**src/rtl/i2c_byte_engine.sv**
```systemverilog
// i2c_byte_engine: I2C master bit/byte sequencer turning START/STOP/WRITE/READ commands into
// open-drain SCL/SDA drive on quarter-bit strobes, with ACK sampling and arbitration-loss detection.
module i2c_byte_engine #(
  parameter int SYNC_STAGES = 2,
  parameter bit ARB_CHECK   = 1'b1
) (
  input  logic       clock_i,
  input  logic       reset_n_i,
  input  logic [1:0] phase_i,
  input  logic       phase_inc_i,
  input  logic       cmd_valid_i,
  output logic       cmd_ready_o,
  input  logic [1:0] cmd_i,
  input  logic [7:0] cmd_data_i,
  input  logic       cmd_ack_i,
  output logic       rsp_valid_o,
  output logic [7:0] rsp_data_o,
  output logic       rsp_ack_o,
  output logic       rsp_arb_lost_o,
  output logic       bus_active_o,
  output logic       scl_oe_o,
  output logic       sda_oe_o,
  input  logic       scl_i,
  input  logic       sda_i
);
  localparam logic [1:0] C_START = 2'd0, C_STOP = 2'd1, C_WRITE = 2'd2, C_READ = 2'd3;
  typedef enum logic [1:0] {S_IDLE, S_WAIT, S_RUN} state_t;
  state_t r_state, w_state;
  logic [1:0] r_cmd, w_cmd;
  logic [7:0] r_wdata, w_wdata, r_rsh, w_rsh, r_rsp_data, w_rsp_data;
  logic [3:0] r_bit, w_bit;
  logic r_rack, w_rack, r_sample, w_sample, r_rsp_valid, w_rsp_valid, r_rsp_ack, w_rsp_ack;
  logic r_arb, w_arb, r_bus, w_bus, r_scl_oe, w_scl_oe, r_sda_oe, w_sda_oe;
  logic [SYNC_STAGES-1:0] r_scl_sync, r_sda_sync;
  logic w_scl, w_sda, w_slot, w_last, w_cur_bit, w_arb_hit;
  assign w_scl     = r_scl_sync[SYNC_STAGES-1];
  assign w_sda     = r_sda_sync[SYNC_STAGES-1];
  assign w_slot    = phase_inc_i & (phase_i == 2'd0);
  assign w_last    = r_cmd[1] ? (r_bit == 4'd8) : 1'b1;
  assign w_cur_bit = r_wdata[~r_bit[2:0]];
  // SDA is only meaningful while SCL is high, so a loss needs our released bit read low with SCL up
  assign w_arb_hit = ARB_CHECK && r_state == S_RUN && r_cmd == C_WRITE && !r_bit[3] && w_cur_bit &&
                     !w_sda && w_scl && phase_inc_i && phase_i == 2'd3;
  always_comb begin
    w_state     = r_state;
    w_cmd       = r_cmd;
    w_wdata     = r_wdata;
    w_rack      = r_rack;
    w_bit       = r_bit;
    w_rsh       = r_rsh;
    w_sample    = r_sample;
    w_rsp_valid = 1'b0;
    w_rsp_data  = r_rsp_data;
    w_rsp_ack   = r_rsp_ack;
    w_arb       = 1'b0;
    w_bus       = r_bus;
    w_scl_oe    = r_scl_oe;
    w_sda_oe    = r_sda_oe;
    if (r_state == S_IDLE && cmd_valid_i) begin
      w_state = S_WAIT;
      w_cmd   = cmd_i;
      w_wdata = cmd_data_i;
      w_rack  = cmd_ack_i;
    end
    if (r_state == S_WAIT && w_slot) begin
      w_state = S_RUN;
      w_bit   = 4'd0;
    end
    if (r_state == S_RUN && w_slot) begin
      if (w_last) begin
        w_state     = S_IDLE;
        w_bit       = 4'd0;
        w_rsp_valid = 1'b1;
        w_rsp_ack   = (r_cmd == C_WRITE) & ~r_sample;
        w_rsp_data  = (r_cmd == C_READ) ? r_rsh : r_rsp_data;
        w_bus       = (r_cmd == C_START) ? 1'b1 : (r_cmd == C_STOP) ? 1'b0 : r_bus;
        w_scl_oe    = w_bus;
        w_sda_oe    = w_bus & r_sda_oe;
      end else begin
        w_bit = r_bit + 4'd1;
      end
    end
    if (r_state == S_RUN && phase_inc_i && phase_i == 2'd3 && r_cmd[1]) begin
      w_rsh    = (r_cmd == C_READ && !r_bit[3]) ? {r_rsh[6:0], w_sda} : r_rsh;
      w_sample = r_bit[3] ? w_sda : r_sample;
    end
    if (w_state == S_RUN && phase_inc_i) begin
      w_scl_oe = (r_cmd == C_START) ? (phase_i == 2'd0) & r_bus :
                 (r_cmd == C_STOP)  ? (phase_i == 2'd0) : ~phase_i[1];
      w_sda_oe = (r_cmd == C_START) ? phase_i[1] :
                 (r_cmd == C_STOP)  ? (phase_i != 2'd3) :
                 (r_cmd == C_WRITE) ? ~w_bit[3] & ~r_wdata[~w_bit[2:0]] : w_bit[3] & r_rack;
    end
    if (w_arb_hit) begin
      w_state     = S_IDLE;
      w_bit       = 4'd0;
      w_rsp_valid = 1'b1;
      w_arb       = 1'b1;
      w_rsp_ack   = 1'b0;
      w_bus       = 1'b0;
      w_scl_oe    = 1'b0;
      w_sda_oe    = 1'b0;
    end
  end
  always_ff @(posedge clock_i or negedge reset_n_i) begin
    if (!reset_n_i) begin
      r_state     <= S_IDLE;
      r_cmd       <= 2'd0;
      r_wdata     <= 8'd0;
      r_rack      <= 1'b0;
      r_bit       <= 4'd0;
      r_rsh       <= 8'd0;
      r_sample    <= 1'b0;
      r_rsp_valid <= 1'b0;
      r_rsp_data  <= 8'd0;
      r_rsp_ack   <= 1'b0;
      r_arb       <= 1'b0;
      r_bus       <= 1'b0;
      r_scl_oe    <= 1'b0;
      r_sda_oe    <= 1'b0;
      r_scl_sync  <= '1;
      r_sda_sync  <= '1;
    end else begin
      r_state     <= w_state;
      r_cmd       <= w_cmd;
      r_wdata     <= w_wdata;
      r_rack      <= w_rack;
      r_bit       <= w_bit;
      r_rsh       <= w_rsh;
      r_sample    <= w_sample;
      r_rsp_valid <= w_rsp_valid;
      r_rsp_data  <= w_rsp_data;
      r_rsp_ack   <= w_rsp_ack;
      r_arb       <= w_arb;
      r_bus       <= w_bus;
      r_scl_oe    <= w_scl_oe;
      r_sda_oe    <= w_sda_oe;
      r_scl_sync  <= {r_scl_sync[SYNC_STAGES-2:0], scl_i};
      r_sda_sync  <= {r_sda_sync[SYNC_STAGES-2:0], sda_i};
    end
  end
  assign cmd_ready_o    = (r_state == S_IDLE);
  assign rsp_valid_o    = r_rsp_valid;
  assign rsp_data_o     = r_rsp_data;
  assign rsp_ack_o      = r_rsp_ack;
  assign rsp_arb_lost_o = r_arb;
  assign bus_active_o   = r_bus;
  assign scl_oe_o       = r_scl_oe;
  assign sda_oe_o       = r_sda_oe;
endmodule

```
**config.mk**
```make
export PLATFORM = sky130hd
export DESIGN_NAME = i2c_byte_engine
export DESIGN_NICKNAME = d
export VERILOG_FILES = /design/src/rtl/i2c_byte_engine.sv
export SDC_FILE = /design/constraint.sdc
export NUM_CORES = 1
export LEC_CHECK = 0
export CORE_ASPECT_RATIO = 0.9
export CORE_MARGIN = 1.5
export CORE_UTILIZATION = 55
export DETAILED_ROUTE_END_ITERATION = 7
export PLACE_DENSITY_LB_ADDON = 0.12
export RECOVER_POWER = 100
export SLEW_MARGIN = 5
export SYNTH_ARGS = -nofsm -noshare
export SYNTH_HDL_FRONTEND = slang
export SYNTH_SLANG_ARGS = --single-unit
```
**constraint.sdc**
```tcl
create_clock -name clock_i -period 4.9 [get_ports clock_i]
set_input_delay 0.98 -clock clock_i [delete_from_list [all_inputs] [get_ports clock_i]]
set_output_delay 0.98 -clock clock_i [all_outputs]
set_load 0.005 [all_outputs]
```
; Yosys cells after proc, flatten, opt, wreduce, memory -nomap -nowiden
; Cells that the tools add are included.
[word_totals]
reg_bits = 44
wordCells = 106
[classes]
add_sub_neg = 1
muxes = 37
n_lt_le_gt_ge = 2
n_bitwise = 12
eq_ne = 9
n_reduce_logical = 29
[ops]
columns = operator, n
row1 = $mux W1, 26
row2 = $mux W4, 4
row3 = $logic_and A1 B1 Y1, 15
row4 = $eq A2 B2 Y1 const B, 5
row5 = $mux W2, 5
row6 = $lt A3 B4 Y1 const B, 2
row7 = $reduce_and A2 Y1, 4
row8 = $and A1 B1 Y1, 6
row9 = $bmux W1 S3, 2
row10 = $logic_not A2 Y1, 3
row11 = $not A3 Y3, 2
row12 = $reduce_bool A3 Y1, 2
row13 = $add A4 B1 Y4 const B, 1
row14 = $eq A2 B1 Y1 const B, 2
row15 = $eq A4 B4 Y1 const B, 1
row16 = $not A1 Y1, 4
row17 = $reduce_bool A2 Y1, 2
row18 = $reduce_and A3 Y1, 1
row19 = $logic_not A1 Y1, 2
row20 = $ne A2 B2 Y1 const B, 1

; Longest topological paths before layout
; Gate-level depths: netlist of the first run.
[logic_depth]
depth_word = 15
ltp_mapped = 8
mapped_depth_nobuf = 8

; Least setup slack after synthesis of the first run
; Ideal clock, no wire load.
[synth_path]
kind = input to register
startpoint = input port phase_i[1]
endpoint = register r_sda_oe, in the netlist sda_oe_o
path_stages = 7
t_arrival_ns = 2.465
required_ns = 4.780
slack_ns = 2.315
n_path_buf = 1
cell_sequence = or3b_1 -> buf_6 -> a311oi_4 -> mux2i_2 -> mux2i_1 -> o22a_1 -> a31o_1
[synth_between]
elab_chain_len = 15
[synth_lines]
columns = element, line
row1 = from (decl), 9  ; input logic [1:0] phase_i,
row2 = $logic_not A2 Y1, 38  ; assign w_slot = phase_inc_i & (phase_i == 2'd0);
row3 = $and A1 B1 Y1, 38
row4 = $logic_and A1 B1 Y1, 65  ; if (r_state == S_WAIT && w_slot) begin
row5 = $mux W4, 65
row6 = $mux W4, 69  ; if (r_state == S_RUN && w_slot) begin
row7 = $not A3 Y3, 92  ; (r_cmd == C_WRITE) ? ~w_bit[3] & ~r_wdata[~w_bit[2:0]] : w_bit[3] & r_rack;
row8 = $bmux W1 S3, 92
row9 = $mux W1 (implied by the code), 92
row10 = $not A1 Y1, 92
row11 = $and A1 B1 Y1, 92
row12 = $mux W1, 92
row13 = $mux W1, 91  ; (r_cmd == C_STOP) ? (phase_i != 2'd3) :
row14 = $mux W1, 90  ; w_sda_oe = (r_cmd == C_START) ? phase_i[1] :
row15 = $mux W1, 87  ; if (w_state == S_RUN && phase_inc_i) begin
row16 = $mux W1, 94  ; if (w_arb_hit) begin
row17 = to (signal assigned), 137  ; r_sda_oe <= w_sda_oe;
row18 = to (decl), 33  ; logic r_arb, w_arb, r_bus, w_bus, r_scl_oe, w_scl_oe, r_sda_oe, w_sda_oe;
; Parallel ways exist; a longest one is shown, timed or not. The select of a mux whose other input is x is not followed.
; A chain may end at the register's enable or synchronous reset.

; Worst setup path after layout of the first run
[layout_path]
startpoint = input port phase_i[0]
endpoint = register r_rsp_data[6], in the netlist rsp_data_o[6]
[layout_between]
elab_chain_len = 4
[layout_lines]
columns = element, line
row1 = $logic_not A2 Y1, 38
row2 = $and A1 B1 Y1, 38
row3 = $logic_and A1 B1 Y1, 69
row4 = $reduce_and A3 Y1 (no source line), -
row5 = to (signal assigned), 132  ; r_rsp_data <= w_rsp_data;
row6 = to (decl), 30  ; logic [7:0] r_wdata, w_wdata, r_rsh, w_rsh, r_rsp_data, w_rsp_data;
; No other way between the ends.

==> results of run 1 <==
[flip-flops by register name, indices dropped and copies added, names as in the netlist]
register / flops
r_scl_sync: 2
rsp_data_o: 8
r_cmd: 2
rsp_ack_o: 1
scl_oe_o: 1
r_rsh: 8
rsp_arb_lost_o: 1
r_sda_sync: 2
bus_active_o: 1
r_wdata: 8
r_state: 2
r_bit: 4
r_rack: 1
sda_oe_o: 1
rsp_valid_o: 1
r_sample: 1
[layout by cell type (no fill, tap or decap), types with 5 or more instances in the layout]
cell type	synthesis	routed
nand2b_1	8	8
clkdlybuf4s50_1	0	13
dlygate4sd3_1	0	19
nand2_1	10	10
mux2i_1	9	9
o21ai_0	6	6
inv_1	8	8
mux2_2	27	27
nor2_1	14	16
clkbuf_8	0	5
dfrtp_1	40	40
[through the flow]
stage / cells / hold slack, ns / cell area (µm²) / power (µW)
4_1_cts: 260 / 0.360 / 2620 / 1250
3_3_place_gp: 252 / 0.346 / 2500 / 949
3_5_place_dp: 252 / 0.347 / 2500 / 966
6_report: 260 / 0.359 / 2600 / 1230
5_1_grt: 260 / 0.367 / 2600 / 1310
2_1_floorplan: 179 / 0.345 / 2160 / 835
[cells by family after synthesis]
family	share of synthesized area (%)
compound gates	8.73
xor+xnor	0.405
fa+ha+maj	1.16
buf+inv	3.35
flops	51.1
mux	21.6
simple gates	13.6
[report_power, final]
| group | switching, µW | leakage (µW) | internal, µW |
|---|---|---|---|
| logic | 178 | 0.000538 | 207 |
| clock network | 131 | 0.0000548 | 154 |
| registers | 111 | 0.000563 | 450 |
[layout make-up]
| class | instances | area share [%] |
|---|---|---|
| Multi-Input combinational cell | 121 | 37.3 |
| Clock inverter | 3 | 1.78 |
| Inverter | 8 | 1.15 |
| Tap cell | 46 | 2.21 |
| Clock buffer | 5 | 2.64 |
| Sequential cell | 44 | 42.5 |
| Timing Repair Buffer | 33 | 12.5 |
[path summary, 6_finish.rpt]
kind | startpoint | end | depth (start not counted)
max reg2reg | r_cmd[1] | scl_oe_o | 5
min in group asynchronous | reset_n_i | rsp_valid_o | 1
min | r_scl_sync[0] | r_scl_sync[1] | 0
min reg2reg | r_scl_sync[0] | r_scl_sync[1] | 0
max | phase_i[0] | rsp_data_o[6] | 6
max in group asynchronous | reset_n_i | bus_active_o | 1
[layer usage]
layer | share of wire (%) | GRT usage [%] | up-vias
met5 | 0 | 0 | -
li1 | - | - | 707
met1 | 47 | 30.0 | 726
met3 | 4.6 | 6.61 | 6
met2 | 47 | 34.1 | 37
met4 | 1.1 | 5.88 | 0
==> flow_summary_export.csv, run 1 <==
group,metric,value,unit
sta,slew_headroom,-53.4,%
grt,grt_max_degree,45,
routing,viasPerCell,5.68,
logic_synthesis,synth_area_leader_cell,"dfrtp_1",
die,pin_count,34,
final_layout,post-route-util,69.8,%
final_layout,fill_cells,274,
setup_path,cp-start-kind,"input pin",
routing,antenna_left,0,
cts,post_cts_resize_count,0,
power_and_ir_drop,p_leak,0.00116,µW
sta,finalHoldViolCount,0,
routing,drt_iter0_drc,107,
outcome,violations,"max-capacitance violations, max-slew violations",
logic_synthesis,syn_area_per_cell,12.1,µm²
final_layout,area_growth,20.3,%
cts,path_clk_slew,0.09,ns
die,dieHeight,62.5,µm
grt,grt_pass1_wl,7290,µm
grt,track_usage,21.9,%
setup_path,cpMaxStageDelayCell,"dlygate4sd3_1",
setup_path,critPathMaxFanout,8,
logic_synthesis,synth_ff_type,"dfrtp_1",
final_layout,nets,234,
placement,gp_congestion,0.862,
final_layout,multiInputGateArea,970,µm²
sta,maxSlewViolCount,45,
routing,dr.pass1.iters,4,
logic_synthesis,yosysMostFrequentCell,"dfrtp_1",
final_layout,drive_gt1_share,22.0,%
die,die_area,4320,µm²
sta,tightest_slew,2.30,ns
sta,skew,0.00720,ns
logic_synthesis,synth_commonest_cells,"40 x dfrtp_1, 27 x mux2_2, 14 x nor2_1",
grt,antenna_found_initial,0,
cts,cts-root-buf,"clkbuf_8",
sta,rsz0062_at_grt,"no",
placement,portBuffers,33,
setup_path,critical_path.max_stage_delay,0.62,ns
setup_path,r2r_setup_slack,2.25,ns
logic_synthesis,synthCells,179,
logic_synthesis,ys_ff_latch,44,
routing,routed-via-count,1476,
setup_path,cp_top_family,"simple AND/OR/NAND/NOR gates",
logic_synthesis,synth-edff-count,0,
grt,grt_pass1_vias,1471,
sta,post-route-period-util,65.6,%
power_and_ir_drop,peakVddDrop,358,µV
min_path,holdCritPathClass,"flop to flop",
sta,layout_setup_ws,1.69,ns
routing,wl,4320,µm
power_and_ir_drop,power_density,473,nW/µm²
cts,cts_tree,"yes",
logic_synthesis,synth.top_cell.area_share,46.3,%
setup_path,arrival,3.40,ns
die,core_area,3730,µm²
setup_path,path_buf_inv,1,
cts,htreeDepth,2,
sta,fin_setup_tns,0,ns
setup_path,crit_path_cell_trace,"dlygate4sd3_1 > or3b_1 > nor2_1 > nand2b_1 > nor2_1 > mux2_2",
die,core.rowCount,21,
cts,cts_sinks,44,
setup_path,crit_top_cell,"nor2_1",
routing,route.detailed.drc,0,
outcome,status,"complete, but fails checks",
routing,wl_per_cell,16.6,µm
setup_path,crit_required,5.09,ns
sta,layout_min_cycle_time,3.21,ns
sta,fmax,311,MHz
placement,dp_hpwl,3090,µm
logic_synthesis,ys_async_sr_fraction,100,%
job,cap_viol_max_count,1,
sta,finalSetupViolCount,0,
grt,grt-ovfl-total,0,
cts,cts_setup_buffers,0,
logic_synthesis,ys_warn_count,0,
cts,insertion_delay,0.31,ns
logic_synthesis,synth.yosys.seq_area_share,51.1,%
cts,cts_buffer_depth,2,
placement,dpl_worst_slack,1.60,ns
final_layout,antenna_cells,0,
logic_synthesis,post_synth_main_area_contributors,"dfrtp_1 46%, mux2_2 14%, dfstp_2 4.9%",
cts,ctsHoldBuffers,0,
cts,cts_buffers,5,
logic_synthesis,yosysUniqueCellTypes,47,
final_layout,ff_latch_area,1110,µm²
setup_path,critPathKind,"input pin to flop",
setup_path,cp-end-kind,"flop",
logic_synthesis,synth.cell_area,2160,µm²
die,start_util,58.0,%
die,dieWidth,69.1,µm
logic_synthesis,synthesis.nets,200,
Note: power is estimated with default switching activity, not from simulation.
==> inputs of run 2 (changes only) <==
Settings changed: CORE_UTILIZATION 55 to 48.
Clock period 4.9 ns to 2.8 ns, I/O delays scaled along.
==> flow_summary_export.csv, run 2 (synthesis results as in run 1) <==
group,metric,value,unit
grt,grt_pass1_wl,7270,µm
placement,dpl_worst_slack,0.100,ns
sta,layout_setup_ws,0.263,ns
sta,post-route-period-util,90.6,%
sta,finalHoldViolCount,0,
min_path,holdPathStages,0,
sta,fin_setup_tns,0,ns
cts,cts_setup_buffers,0,
setup_path,rr_startpoint,"r_state[0]",
min_path,hold_start,"r_sda_sync[0]",
power_and_ir_drop,peakVddDrop,483,µV
grt,track_usage,19.8,%
setup_path,r2r_cells,5,
cts,ctsHoldBuffers,0,
sta,tightest_slew,0.948,ns
sta,maxSlewViolCount,0,
power_and_ir_drop,p_leak,0.00120,µW
min_path,whs_endpoint,"r_sda_sync[1]",
die,dieHeight,66.7,µm
routing,antenna_left,0,
die,die_area,4920,µm²
cts,cts_sinks,44,
grt,grt-ovfl-total,0,
sta,skew,0.0154,ns
placement,portBuffers,33,
job,cap_viol_max_count,0,
routing,wl_per_cell,14.9,µm
routing,route.detailed.drc,0,
die,dieWidth,73.8,µm
setup_path,cp-end-kind,"flop",
die,pin_count,34,
setup_path,crit_required,2.98,ns
cts,cts_buffers,5,
routing,drt_iter0_drc,106,
cts,cts-root-buf,"clkbuf_8",
grt,grt_max_degree,45,
final_layout,layout_common_cells,"40 x dfrtp_1, 27 x mux2_2, 18 x dlygate4sd3_1",
routing,dr.pass1.iters,7,
final_layout,antenna_cells,0,
outcome,status,"finished, final reports clean",
setup_path,critPathMaxFanout,8,
sta,finalSetupViolCount,0,
cts,htreeDepth,2,
min_path,holdCritPathClass,"flop to flop",
die,core.rowCount,22,
sta,fmax,394,MHz
final_layout,nets,244,
placement,dp.cells,276,
final_layout,layout_commonest_cell,"dfrtp_1",
final_layout,area_growth,24.7,%
power_and_ir_drop,power_density,803,nW/µm²
setup_path,timing.rr.end,"r_rsh[1]",
sta,slew_headroom,36.8,%
setup_path,arrival,2.72,ns
cts,post_cts_resize_count,0,
final_layout,drive_gt1_share,24.6,%
sta,rsz0062_at_grt,"no",
routing,viasPerCell,5.43,
cts,cts_tree,"yes",
cts,path_clk_slew,0.08,ns
setup_path,cp-startpoint,"phase_inc_i",
cts,insertion_delay,0.30,ns
sta,layout_min_cycle_time,2.54,ns
placement,dp_hpwl,3120,µm
grt,antenna_found_initial,0,
die,core_area,4210,µm²
setup_path,critPathKind,"input pin to flop",
placement,gp_congestion,0.945,
cts,cts_buffer_depth,2,
routing,routed-via-count,1543,
setup_path,cp-start-kind,"input pin",
final_layout,instances_no_fill,284,
die,start_util,51.4,%
routing,wl,4240,µm
grt,grt_pass1_vias,1539,
setup_path,r2r_setup_slack,0.45,ns
run 2: cell count changes in the layout (fill, tap and decap cells not counted):
cell / before / now
buf_12: 0 / 1
buf_2: 0 / 1
clkdlybuf4s50_1: 13 / 14
clkbuf_1: 1 / 3
buf_4: 0 / 6
dlygate4sd3_1: 19 / 18
run 2: final cells by class:
class                   instances  area (µm²)
multi-input cells             121         970
well taps                      60        75.1
clock inverters                 3        46.3
clock buffers                   5        68.8
inverters                       8        30.0
flip-flops and latches         44        1110
fillers                       337        1510
repair buffers                 43         402
run 2: worst max-delay path: stages:
cell	delay (ns)
dlygate4sd3_1	0.54
clkbuf_1	0.17
nand3_1	0.14
or3_1	0.36
nor2_1	0.54
mux2_2	0.41
run 2: stage by stage:
stage / total power (µW) / util (%) / area [µm²] / hold WS [ns]
2_1_floorplan: 1460 / - / 2160 / 0.264
3_3_place_gp: 1680 / 61.9 / 2610 / 0.347
3_5_place_dp: 1700 / 61.9 / 2610 / 0.349
4_1_cts: 2200 / 64.7 / 2720 / 0.361
5_1_grt: 2310 / 64.1 / 2700 / 0.359
6_report: 2170 / 64.1 / 2700 / 0.359
run 2: how the worst max path moves through the flow:
stage,to,slack (ns),cells past startpoint
after floorplan,sda_oe_o,0.64,7
after global placement,sda_oe_o,0.13,7
after detailed placement,sda_oe_o,0.10,7
after CTS,sda_oe_o,0.40,7
after global routing,r_rsh[6],0.15,6
final,r_rsh[1],0.26,6
run 2: layer usage:
metal | vias up | part of all wire, % | global-route usage [%]
met1 | 770 | 50 | 28.0
met3 | 7 | 3.8 | 3.78
met2 | 35 | 45 | 29.8
met4 | 0 | 1.3 | 7.87
li1 | 731 | - | -
met5 | - | 0 | 0
run 2: power by group:
group	internal, µW	total (µW)	switching (µW)
logic	376	680	304
clock network	269	497	229
registers	788	988	200
total	1430	2170	733
